===== config.mk =====
export PLATFORM = sky130hd
export DESIGN_NAME = prio_sched
export DESIGN_NICKNAME = d
export VERILOG_FILES = /design/src/rtl/sched_pkg.sv /design/src/rtl/prio_enc.sv /design/src/rtl/prio_sched.sv
export SDC_FILE = /design/constraint.sdc
export NUM_CORES = 1
export LEC_CHECK = 0
export ABC_AREA = 1
export CAP_MARGIN = 10
export CORE_AREA = 5 5 55 57
export CTS_CLUSTER_SIZE = 8
export DETAILED_ROUTE_END_ITERATION = 12
export DIE_AREA = 0 0 60 62
export DONT_BUFFER_PORTS = 1
export GPL_TIMING_DRIVEN = 0
export HOLD_SLACK_MARGIN = 0.05
export MAX_ROUTING_LAYER = met4
export PLACE_DENSITY = 0.71
export SETUP_SLACK_MARGIN = 0.05
export SYNTH_ARGS = -nofsm -noshare
export SYNTH_HDL_FRONTEND = slang
export SYNTH_SLANG_ARGS = --single-unit

===== constraint.sdc =====
create_clock -name clk -period 3 [get_ports clk]
set_clock_uncertainty 0.05 [all_clocks]
set_input_delay 0.6 -clock clk [delete_from_list [all_inputs] [get_ports clk]]
set_output_delay 0.6 -clock clk [all_outputs]
set_load 0.01 [all_outputs]

===== src/rtl/sched_pkg.sv =====
// Shared types and helpers for the fixed-priority scheduler.
// Latency: n/a (declarations only).
// Backpressure: n/a.
package sched_pkg;

    // Scheduler FSM: waiting for a request, or holding a grant.
    typedef enum logic {
        IDLE = 1'b0,
        BUSY = 1'b1
    } state_t;

    // Widest grant vector onehot() can build; callers truncate to their N.
    localparam int ONEHOT_W = 64;

    // One-hot vector with only bit idx set.
    function automatic logic [ONEHOT_W-1:0] onehot(input int unsigned idx);
        onehot = ONEHOT_W'(1) << idx;
    endfunction

endpackage


===== src/rtl/prio_enc.sv =====
// Highest-set-bit priority encoder with a found flag.
// Latency: purely combinational, zero cycles.
// Backpressure: none; output follows input.
module prio_enc #(
    parameter int IN_WIDTH  = 8,
    parameter int OUT_WIDTH = $clog2(IN_WIDTH)
) (
    input  logic [IN_WIDTH-1:0]  i_vec,
    output logic [OUT_WIDTH-1:0] o_idx,
    output logic                 o_found
);

    // Scan upward so the last (highest) set bit overwrites any lower one.
    always_comb begin
        o_idx   = '0;
        o_found = 1'b0;
        for (int i = 0; i < IN_WIDTH; i++) begin
            if (i_vec[i]) begin
                o_idx   = OUT_WIDTH'(i);
                o_found = 1'b1;
            end
        end
    end

endmodule


===== src/rtl/prio_sched.sv =====
// Fixed-priority scheduler: highest eligible requester owns the resource until done/drop/hold budget.
// Latency: grant registered one edge after request is sampled in IDLE; release one edge after done/drop.
// Backpressure: losers simply keep requesting; a timed-out requester is skipped for one arbitration.
module prio_sched
    import sched_pkg::*;
#(
    parameter int N        = 8,
    parameter int ID_W     = $clog2(N),
    parameter int MAX_HOLD = 16,
    parameter int CNT_W    = $clog2(MAX_HOLD) + 1
) (
    input  logic            clk,
    input  logic            rst,
    input  logic [N-1:0]    req,
    input  logic            done,
    output logic [N-1:0]    gnt,
    output logic [ID_W-1:0] gnt_id,
    output logic            busy,
    output logic            timeout
);

    state_t           r_state;
    state_t           w_state_nxt;
    logic [N-1:0]     r_gnt;
    logic [N-1:0]     w_gnt_nxt;
    logic [ID_W-1:0]  r_gnt_id;
    logic [ID_W-1:0]  w_gnt_id_nxt;
    logic             r_busy;
    logic             w_busy_nxt;
    logic             r_timeout;
    logic             w_timeout_nxt;
    logic [N-1:0]     r_mask;
    logic [N-1:0]     w_mask_nxt;
    logic [CNT_W-1:0] r_cnt;
    logic [CNT_W-1:0] w_cnt_nxt;

    logic [N-1:0]     w_elig;
    logic [ID_W-1:0]  w_win_id;
    logic             w_win_found;
    logic             w_release;
    logic             w_expire;

    // Requesters that were revoked last time sit out one arbitration.
    assign w_elig = req & ~r_mask;

    prio_enc #(
        .IN_WIDTH  (N),
        .OUT_WIDTH (ID_W)
    ) u_prio_enc (
        .i_vec   (w_elig),
        .o_idx   (w_win_id),
        .o_found (w_win_found)
    );

    // A holder leaves voluntarily on done or by dropping its own request.
    assign w_release = done | ~req[r_gnt_id];
    assign w_expire  = (r_cnt == CNT_W'(MAX_HOLD - 1));

    // Next-state and next-output decode; release wins over expiry on the same cycle.
    always_comb begin
        w_state_nxt   = r_state;
        w_gnt_nxt     = r_gnt;
        w_gnt_id_nxt  = r_gnt_id;
        w_busy_nxt    = r_busy;
        w_timeout_nxt = 1'b0;
        w_mask_nxt    = r_mask;
        w_cnt_nxt     = r_cnt;
        case (r_state)
            IDLE: begin
                if (w_win_found) begin
                    w_state_nxt  = BUSY;
                    w_gnt_id_nxt = w_win_id;
                    w_gnt_nxt    = N'(onehot(32'(w_win_id)));
                    w_busy_nxt   = 1'b1;
                    w_cnt_nxt    = '0;
                    w_mask_nxt   = '0;
                end else if (|req) begin
                    // Only masked requesters are asking: lift the mask, grant next cycle.
                    w_mask_nxt = '0;
                end
            end
            BUSY: begin
                if (w_release || w_expire) begin
                    w_state_nxt  = IDLE;
                    w_gnt_nxt    = '0;
                    w_gnt_id_nxt = '0;
                    w_busy_nxt   = 1'b0;
                    w_cnt_nxt    = '0;
                    if (!w_release) begin
                        w_timeout_nxt        = 1'b1;
                        w_mask_nxt[r_gnt_id] = 1'b1;
                    end
                end else begin
                    w_cnt_nxt = r_cnt + CNT_W'(1);
                end
            end
            default: begin
                w_state_nxt  = IDLE;
                w_gnt_nxt    = '0;
                w_gnt_id_nxt = '0;
                w_busy_nxt   = 1'b0;
                w_cnt_nxt    = '0;
            end
        endcase
    end

    // FSM state register.
    always_ff @(posedge clk) begin
        if (rst) begin
            r_state <= IDLE;
        end else begin
            r_state <= w_state_nxt;
        end
    end

    // Registered outputs, hold counter and skip mask.
    always_ff @(posedge clk) begin
        if (rst) begin
            r_gnt     <= '0;
            r_gnt_id  <= '0;
            r_busy    <= 1'b0;
            r_timeout <= 1'b0;
            r_mask    <= '0;
            r_cnt     <= '0;
        end else begin
            r_gnt     <= w_gnt_nxt;
            r_gnt_id  <= w_gnt_id_nxt;
            r_busy    <= w_busy_nxt;
            r_timeout <= w_timeout_nxt;
            r_mask    <= w_mask_nxt;
            r_cnt     <= w_cnt_nxt;
        end
    end

    assign gnt     = r_gnt;
    assign gnt_id  = r_gnt_id;
    assign busy    = r_busy;
    assign timeout = r_timeout;

endmodule


# Word level (Yosys, flattened, before mapping)
# Cells that the tools add are included.
[totals]
regBits = 27
inputBits = 11
out_inout_bits = 13
elab_cells = 69
[op_classes]
n_addsub = 1
n_lt_le_gt_ge = 2
eq_ne = 5
shifts = 1
n_mux = 40
n_bitwise = 7
n_reduce_logical = 6
[ops]
columns = ["cell", "count"]
rows = [
  ["8-bit 2-to-1 mux", 6],
  ["8-bit one-hot mux with 2 select lines", 2],
  ["3-bit 2-to-1 mux", 6],
  ["1-bit 2-to-1 mux", 16],
  ["5-bit 2-to-1 mux", 2],
  ["5-bit one-hot mux with 2 select lines", 1],
  ["8-bit AND", 1],
  ["8-bit inverter", 1],
  ["8-bit OR", 1],
  ["8-bit OR reduction", 1],
  ["1-bit by 3-bit left shift with 8-bit output, first input constant", 1],
  ["3-bit one-hot mux with 2 select lines", 1],
  ["5-bit by 1-bit adder with 5-bit output, second input constant", 1],
  ["5-bit by 4-bit equality test with 1-bit output, second input constant", 1],
  ["3-bit by 4-bit < comparator with 1-bit output, second input constant", 1],
  ["2-bit 2-to-1 mux", 2],
  ["2-bit by 1-bit inequality test with 1-bit output, second input constant", 2],
  ["1-bit one-hot mux with 2 select lines", 2],
  ["1-bit binary-select mux with 3-bit select", 1],
  ["1-bit demux with 3-bit select", 1],
  ["3-bit by 1-bit >= comparator with 1-bit output, second input constant", 1],
  ["3-bit by 2-bit inequality test with 1-bit output, second input constant", 1],
  ["1-bit inverter", 3],
  ["3-bit AND reduction", 1],
  ["6 further kinds", 6],
]

# Depth between registers and ports, before layout
# Gate-level depths: netlist (run 1).
[logic_depth]
ltp_word = 12
ltp_mapped = 12
mapped_depth_nobuf = 11

# By module
# A second synthesis (run 1) with hierarchy kept.
[unflattened]
cells_unflattened = 216
area_unflattened_um2 = 1390.1
[by_module_without_submodules]
columns = ["mod", "instances", "cells_each", "area_per_inst_um2", "seq_area_each_um2"]
rows = [
  ["prio_sched", 1, 196, 1312.5, 540.5],
  ["prio_enc", 1, 20, 77.6, 0.0],
]

# Least setup slack after synthesis (run 1)
# No wires, ideal clock.
[synth_timing]
path_type = "reg-to-reg"
start = "register r_cnt[0]"
end = "register r_gnt_id[1] (netlist: gnt_id[1])"
setup_time_ns = 0.069
arrival_ns = 1.469
t_required_ns = 2.881
setup_slack_ns = 1.411
stages_incl_launch_ff = 11
path_buffers = 1
period_less_slack_ns = 1.589
path_cell_list = "dfxtp_1 -> ha_1 -> nand2_1 -> nor2_1 -> ha_1 -> nor2_1 -> nand3_4 -> o21ai_4 -> buf_6 -> nand2_1 -> a21oi_2"
[synth_via]
elab_chain_len = 4
[synth_rtl]
columns = ["item", "line", "source"]
rows = [
  ["start, declared", "prio_sched.sv:34", "logic [CNT_W-1:0] r_cnt;"],
  ["start signal, assigned", "prio_sched.sv:131", "r_cnt <= w_cnt_nxt;"],
  ["5-bit by 4-bit equality test with 1-bit output", "prio_sched.sv:57", "assign w_expire = (r_cnt == CNT_W'(MAX_HOLD - 1));"],
  ["1-bit logical OR", "prio_sched.sv:83", "if (w_release || w_expire) begin"],
  ["2-bit by 1-bit inequality test with 1-bit output (no line)", "-", ""],
  ["2-bit AND reduction (no line)", "-", ""],
  ["end signal, assigned", "prio_sched.sv:127", "r_gnt_id <= w_gnt_id_nxt;"],
  ["end, declared", "prio_sched.sv:26", "logic [ID_W-1:0] r_gnt_id;"],
]
# No other way between the ends.
# A chain may end at the register's enable or synchronous reset.

# Worst setup path in the final report (run 1)
[layout_timing]
start = "register r_cnt[0]"
end = "register r_gnt[4] (netlist: gnt[4])"
[layout_via]
elab_chain_len = 4
[layout_rtl]
columns = ["item", "line", "source"]
rows = [
  ["5-bit by 4-bit equality test with 1-bit output", "prio_sched.sv:57", ""],
  ["1-bit logical OR", "prio_sched.sv:83", ""],
  ["2-bit by 1-bit inequality test with 1-bit output (no line)", "-", ""],
  ["2-bit AND reduction (no line)", "-", ""],
  ["end signal, assigned", "prio_sched.sv:126", "r_gnt <= w_gnt_nxt;"],
  ["end, declared", "prio_sched.sv:24", "logic [N-1:0] r_gnt;"],
]
# No other way between the ends.

==> metrics.txt, run 1 <==
status finished clean; commonest non-fill, non-tap cells in the layout 48 x nand2_1, 31 x inv_1, 27 x dfxtp_1; DR pass1 iterations 5; flops & latches, synth 27; all-layer global routing usage 0.188; Post-CTS Hold Buffers 0; global-route wire length before repair 5.11 mm; FP Rows 18; Layout area overhead 4.80%; most common cell after layout, fill and taps aside nand2_1; Slew HR 0.573; Synth Area in XOR/XNOR 0.0124; Hold Fails Final Rpt 0; routability cong. 0.852; register area share after synthesis 0.384; final wirelength 3.07 mm; largest family of logic cells by synthesized area simple AND/OR/NAND/NOR gates; CTS Buf Count 3; internal power 0.000457 W; Synth Area per Inst 6.87 um^2; worst setup margin 1.25 ns; Clock Sinks 27; part of the power in registers 0.582; post-CTS setup buffers 0; maximum vdd drop 327 uV; root buffer cell clkbuf_4; period utilization 0.584; met3 usage 0.0393; post-cts sizing count 0; Final Power between 0.0006 and 0.0007 W; crit path max fanout 10; initial DRC count 43; Clk network pwr share 0.252; Sw Pwr 0.000203 W; DP Wirelength 2.32 mm; io pins 24; final setup fails 0; placed cell area 1450 um^2; initial antenna violation count 0; CTS tree done; grt peak-use layer met2; Leakage ~0.61 nW; Hold Crit Class in2reg; Worst EP arrival just under 2 ns; number of distinct library cells after synthesis 24; htree depth 1; TNS Setup 0 ns; max cap viols 0; vias in the first global route 1250; M1 GR Usage 0.211; die width 60 um; post-synthesis mux area share 0; vias per inst 5.40; pre-CTS setup slack 1.23 ns; grt ovf 0; layout cells sized above 1 0.115; Diodes inserted 0; simple-gate share of the synthesized area 0.332; CP startpoint kind flop; Placed Cells 235; routing usage on met2 0.329; Final nets ~220; DRT antenna net count 0; pwr/cell area 447 nW/um^2; Starting Density 0.579; Post-Layout Cell Count between 200 and 250; Buffers on Ports 0; Net Count, Synth between 200 and 250; core area about 2400 um^2; combinational share of power 0.166; Post-Syn Instances 205; Crit Path Category reg2reg; wire per inst 12.8 um; cell area after layout roughly 1500 um^2; Synth Area in Compound Gates 0.137; clock buffer depth 2; count of pins over their slew limit 0; clock slew at reported path FFs 0.14 ns; Clock Latency Late Sink between 0.3 and 0.4 ns; FMAX 0.571 GHz; Netlist Area Pre-Place 1410 um^2; Die Area 3720 um^2; largest net degree at the start of global routing 17; Least-Margin Pin Slew 0.636 ns; routed via count 1291; Synth Area in Adders 0.0178; number of remaining DRC errors 0; Tmin final approximately 1.8 ns; Chip Height 62 um; Critical Path End Type flop; WP data required 3.23 ns; RSZ-0062 raised after global routing false; sw frac 0.307; Ys Warns 0
==> synth_stat cells <==
master / count / area (um^2)
dfxtp_1: 27 / 541
buf_4: 2 / 15.0
ha_1: 2 / 25.0
nand3_4: 1 / 17.5
nand2_4: 1 / 11.3
o21ai_4: 1 / 16.3
nor3_1: 2 / 10.0
buf_6: 1 / 11.3
a21oi_1: 18 / 90.1
inv_1: 31 / 116
nor2b_1: 1 / 6.26
nor2_1: 20 / 75.1
nand2_1: 48 / 180
or2_1: 1 / 6.26
xor2_1: 2 / 17.5
nand3_1: 22 / 110
nand4_1: 6 / 37.5
nand2_2: 2 / 12.5
inv_2: 4 / 15.0
clkbuf_1: 2 / 7.51
o21ai_0: 1 / 5.00
o21ai_1: 1 / 5.00
a21oi_2: 8 / 70.1
o22ai_1: 1 / 6.26
==> area by class of cell <==
type	count	area (um^2)
buffer	5	33.8
clock buffer	3	22.5
clock inverter	1	7.51
fill	242	957
inverter	35	131
multi-input combinational	138	702
sequential	27	541
tap	30	37.5
==> flip-flops by register name, indices dropped and copies added, names as in the netlist <==
name / cells
timeout: 1
r_cnt: 5
r_state: 1
gnt_id: 3
busy: 1
r_mask: 8
gnt: 8
==> cells by family (layout without fill, tap and decap cells) <==
kind of cell,Yosys count,in the layout
AO/OA/AOI/OAI,30,30
AND/OR/NAND/NOR,104,104
flip-flops,27,27
buffers and inverters,40,44
XOR/XNOR,2,2
adder cells (fa/ha/maj),2,2
==> critical path, stage by stage (launching register included) <==
cell and delay (ns):
dfxtp_1 0.36, ha_1 0.22, nand2_1 0.07, nor2_1 0.04, ha_1 0.20, nor2_1 0.19
nand3_4 0.12, o21ai_4 0.09, buf_6 0.16, nand2_1 0.07, a21oi_2 0.11
==> routing by layer <==
metal / share of wire / vias up / wire length [um]
met3: 0.052 / 4 / 159
met1: 0.43 / 589 / 1340
met5: 0 / - / 0
met2: 0.50 / 40 / 1540
met4: 0.012 / 0 / 37
li1: - / 658 / -
==> metrics by stage <==
| step | hold slack [ns] | utilization |
|---|---|---|
| finish | 0.366 | 0.606 |
| global route | 0.355 | 0.606 |
| CTS | 0.369 | 0.606 |
| detailed placement | 0.405 | 0.594 |
| global placement | 0.391 | 0.594 |
| floorplan | 0.380 | - |
==> path summary, 6_finish.rpt <==
check | from | endpoint | slack, ns | depth (start not counted)
hold / removal | req[7] | gnt[7]$_SDFFE_PP0P_ | 0.37 | 2
setup / recovery | r_cnt[0]$_SDFFE_PP0P_ | gnt[4]$_SDFFE_PP0P_ | 1.25 | 10
hold reg to reg | r_mask[5]$_SDFFE_PP0P_ | r_mask[5]$_SDFFE_PP0P_ | 0.42 | 2
setup reg to reg | r_cnt[0]$_SDFFE_PP0P_ | gnt[4]$_SDFFE_PP0P_ | 1.25 | 10
==> power by group through the flow <==
stage	sequential [W]	combinational, W	clock [W]
floorplan	0.000389	0.0000904	0
global placement	0.000392	0.000106	0
detailed placement	0.000392	0.000109	0
CTS	0.000384	0.000110	0.000166
global route	0.000386	0.000124	0.000181
finish	0.000384	0.000110	0.000166
Note: power is estimated with default switching activity, not from simulation.
==> inputs of run 2 (changes only) <==
==> constraint.sdc (replaced) <==
create_clock -name clk -period 1.8 [get_ports clk]
set_clock_uncertainty 0.05 [all_clocks]
set_input_delay 0.36 -clock clk [delete_from_list [all_inputs] [get_ports clk]]
set_output_delay 0.36 -clock clk [all_outputs]
set_load 0.01 [all_outputs]
==> run 2 against run 1 <==
Largest power group unchanged. Largest cell class unchanged. First-iteration DRC count grew 40%. Design area grew 3.6%. Critical path type unchanged. Critical path depth is the same. Sequential share of layout area shrank 0.88 points. Core utilization grew 2.2 points. Clock power grew 65%.
==> metrics.txt, run 2 (synthesis gave the netlist of run 1 again) <==
pwr/cell area 727 nW/um^2; RSZ-0062 raised after global routing false; Post-Layout Cell Count 242; hold path start req[7]; placed cell area between 1000 and 1500 um^2; Hold Crit Class in2reg; root buffer cell clkbuf_4; clock buffer depth 2; clock slew at reported path FFs ~0.14 ns; global-route wire length before repair 5.15 mm; routed via count 1300; DRT antenna net count 0; Reg-to-Reg End gnt[4]$_SDFFE_PP0P_; met3 usage 0.0393; FMAX 0.602 GHz; CP max-delay cell dfxtp_2; wire per inst 13.0 um; vias per inst 5.37; Least-Margin Pin Slew approximately 0.67 ns; initial antenna violation count 0; all-layer global routing usage 0.189; htree depth 1; io pins 24; Chip Height 62 um; vias in the first global route 1264; routing usage on met2 0.333; pre-CTS setup slack 0.0738 ns; slowest stage delay, CP between 0.3 and 0.4 ns; most common cell after layout, fill and taps aside nand2_1; Tmin final 1.66 ns; Leakage around 0.63 nW; sum of buffers and inverters on the critical path 1; Worst EP arrival 1.89 ns; routability cong. 0.852; Buffers on Ports 0; number of remaining DRC errors 0; Crit Path Category reg2reg; Die Area 3720 um^2; status finished clean; DP Wirelength between 2 and 2.5 mm; Layout area overhead 8.62%; Slew HR 0.549; maximum vdd drop 546 uV; Worst path top cell family by delay simple AND/OR/NAND/NOR gates; grt ovf 0; TNS Setup 0 ns; core area 2430 um^2; WP data required roughly 2.0 ns; period utilization 0.923; Critical Path End Type flop; WHS Path Cells 2; worst reg-to-reg path cell count 10; count of pins over their slew limit 0; Diodes inserted 0; crit path max fanout 5; max cap viols 0; worst setup margin 0.139 ns; cell area after layout 1530 um^2; final hold slack 0.128 ns; Clock Latency Late Sink ~0.34 ns; CP startpoint kind flop; layout cells sized above 1 0.170; initial DRC count 60; reg-to-reg slack, setup 0.14 ns; M1 GR Usage 0.210; Clock Sinks 27; CTS Buf Count 3; final setup fails 0; critical path, cell by cell ha_1 > nand2_1 > nor2_1 > ha_2 > nor2_2 > nand3_4 > o21ai_4 > buf_6 > nand2_1 > a21oi_2; FF-to-FF Start r_cnt[0]$_SDFFE_PP0P_; DR pass1 iterations 4; grt peak-use layer met2; Final nets 226; Placed Cells ~240; final wirelength 3.15 mm; Starting Density 0.579; most used cell, CP nand2_1; Hold Fails Final Rpt 0; largest net degree at the start of global routing 17; FP Rows 18; die width 60 um; CTS tree done; commonest non-fill, non-tap cells in the layout 48 x nand2_1, 31 x inv_1, 22 x nand3_1, 22 x dfxtp_1, 19 x nor2_1; Hold Crit Endpoint gnt[7]$_SDFFE_PP0P_
## run 2: final cells by class
type / count / area, um^2
Timing Repair Buffer: 3 / 26.3
Clock buffer: 3 / 22.5
Fill cell: 240 / 903
Tap cell: 30 / 37.5
Clock inverter: 1 / 7.51
Multi-Input combinational cell: 138 / 719
Inverter: 35 / 131
Sequential cell: 27 / 547
Buffer: 5 / 37.5
## run 2: how the worst max path moves through the flow
stage	slack [ns]	start	cells after the start	endpoint
after detailed placement	0.07	r_cnt[0]$_SDFFE_PP0P_	10	gnt[3]$_SDFFE_PP0P_
after global routing	0.05	r_cnt[0]$_SDFFE_PP0P_	10	gnt_id[1]$_SDFFE_PP0P_
after floorplan	0.21	r_cnt[0]$_SDFFE_PP0P_	10	gnt_id[1]$_SDFFE_PP0P_
final	0.14	r_cnt[0]$_SDFFE_PP0P_	10	gnt[4]$_SDFFE_PP0P_
after global placement	0.11	r_cnt[0]$_SDFFE_PP0P_	10	gnt_id[1]$_SDFFE_PP0P_
after CTS	0.07	r_cnt[0]$_SDFFE_PP0P_	10	gnt[4]$_SDFFE_PP0P_
## run 2: per-stage QoR
step / util / power [W]
2_1_floorplan: - / 0.000798
3_5_place_dp: 0.594 / 0.000835
5_1_grt: 0.629 / 0.00117
3_3_place_gp: 0.594 / 0.000830
4_1_cts: 0.608 / 0.00110
6_report: 0.629 / 0.00111
## run 2: what timing repair did
action,CTS,global route
setup buffers,0,2
gates resized for setup,1,12
setup endpoints to repair,4,21
endpoints found under the hold margin,0,0
hold buffers,0,0
cloned,0,1
pin swaps,0,2
## run 2: worst reg2reg max path, delay by kind of cell (launching register included)
kind	cells	cell delay, ns
compound gates	2	0.22
fa+ha+maj	2	0.40
buf+inv	1	0.15
flops	1	0.36
simple gates	5	0.43
## run 2: power by group
part	total, W	switching (W)	internal [W]
Clock	0.000274	0.000188	0.0000853
Sequential	0.000642	0.0000230	0.000619
Combinational	0.000195	0.000128	0.0000670
## run 2: per-layer routing
layer  wire length (um)  share of wire
met1               1350           0.43
met5                  0              0
met4                 54          0.017
met3                163          0.052
met2               1580           0.50
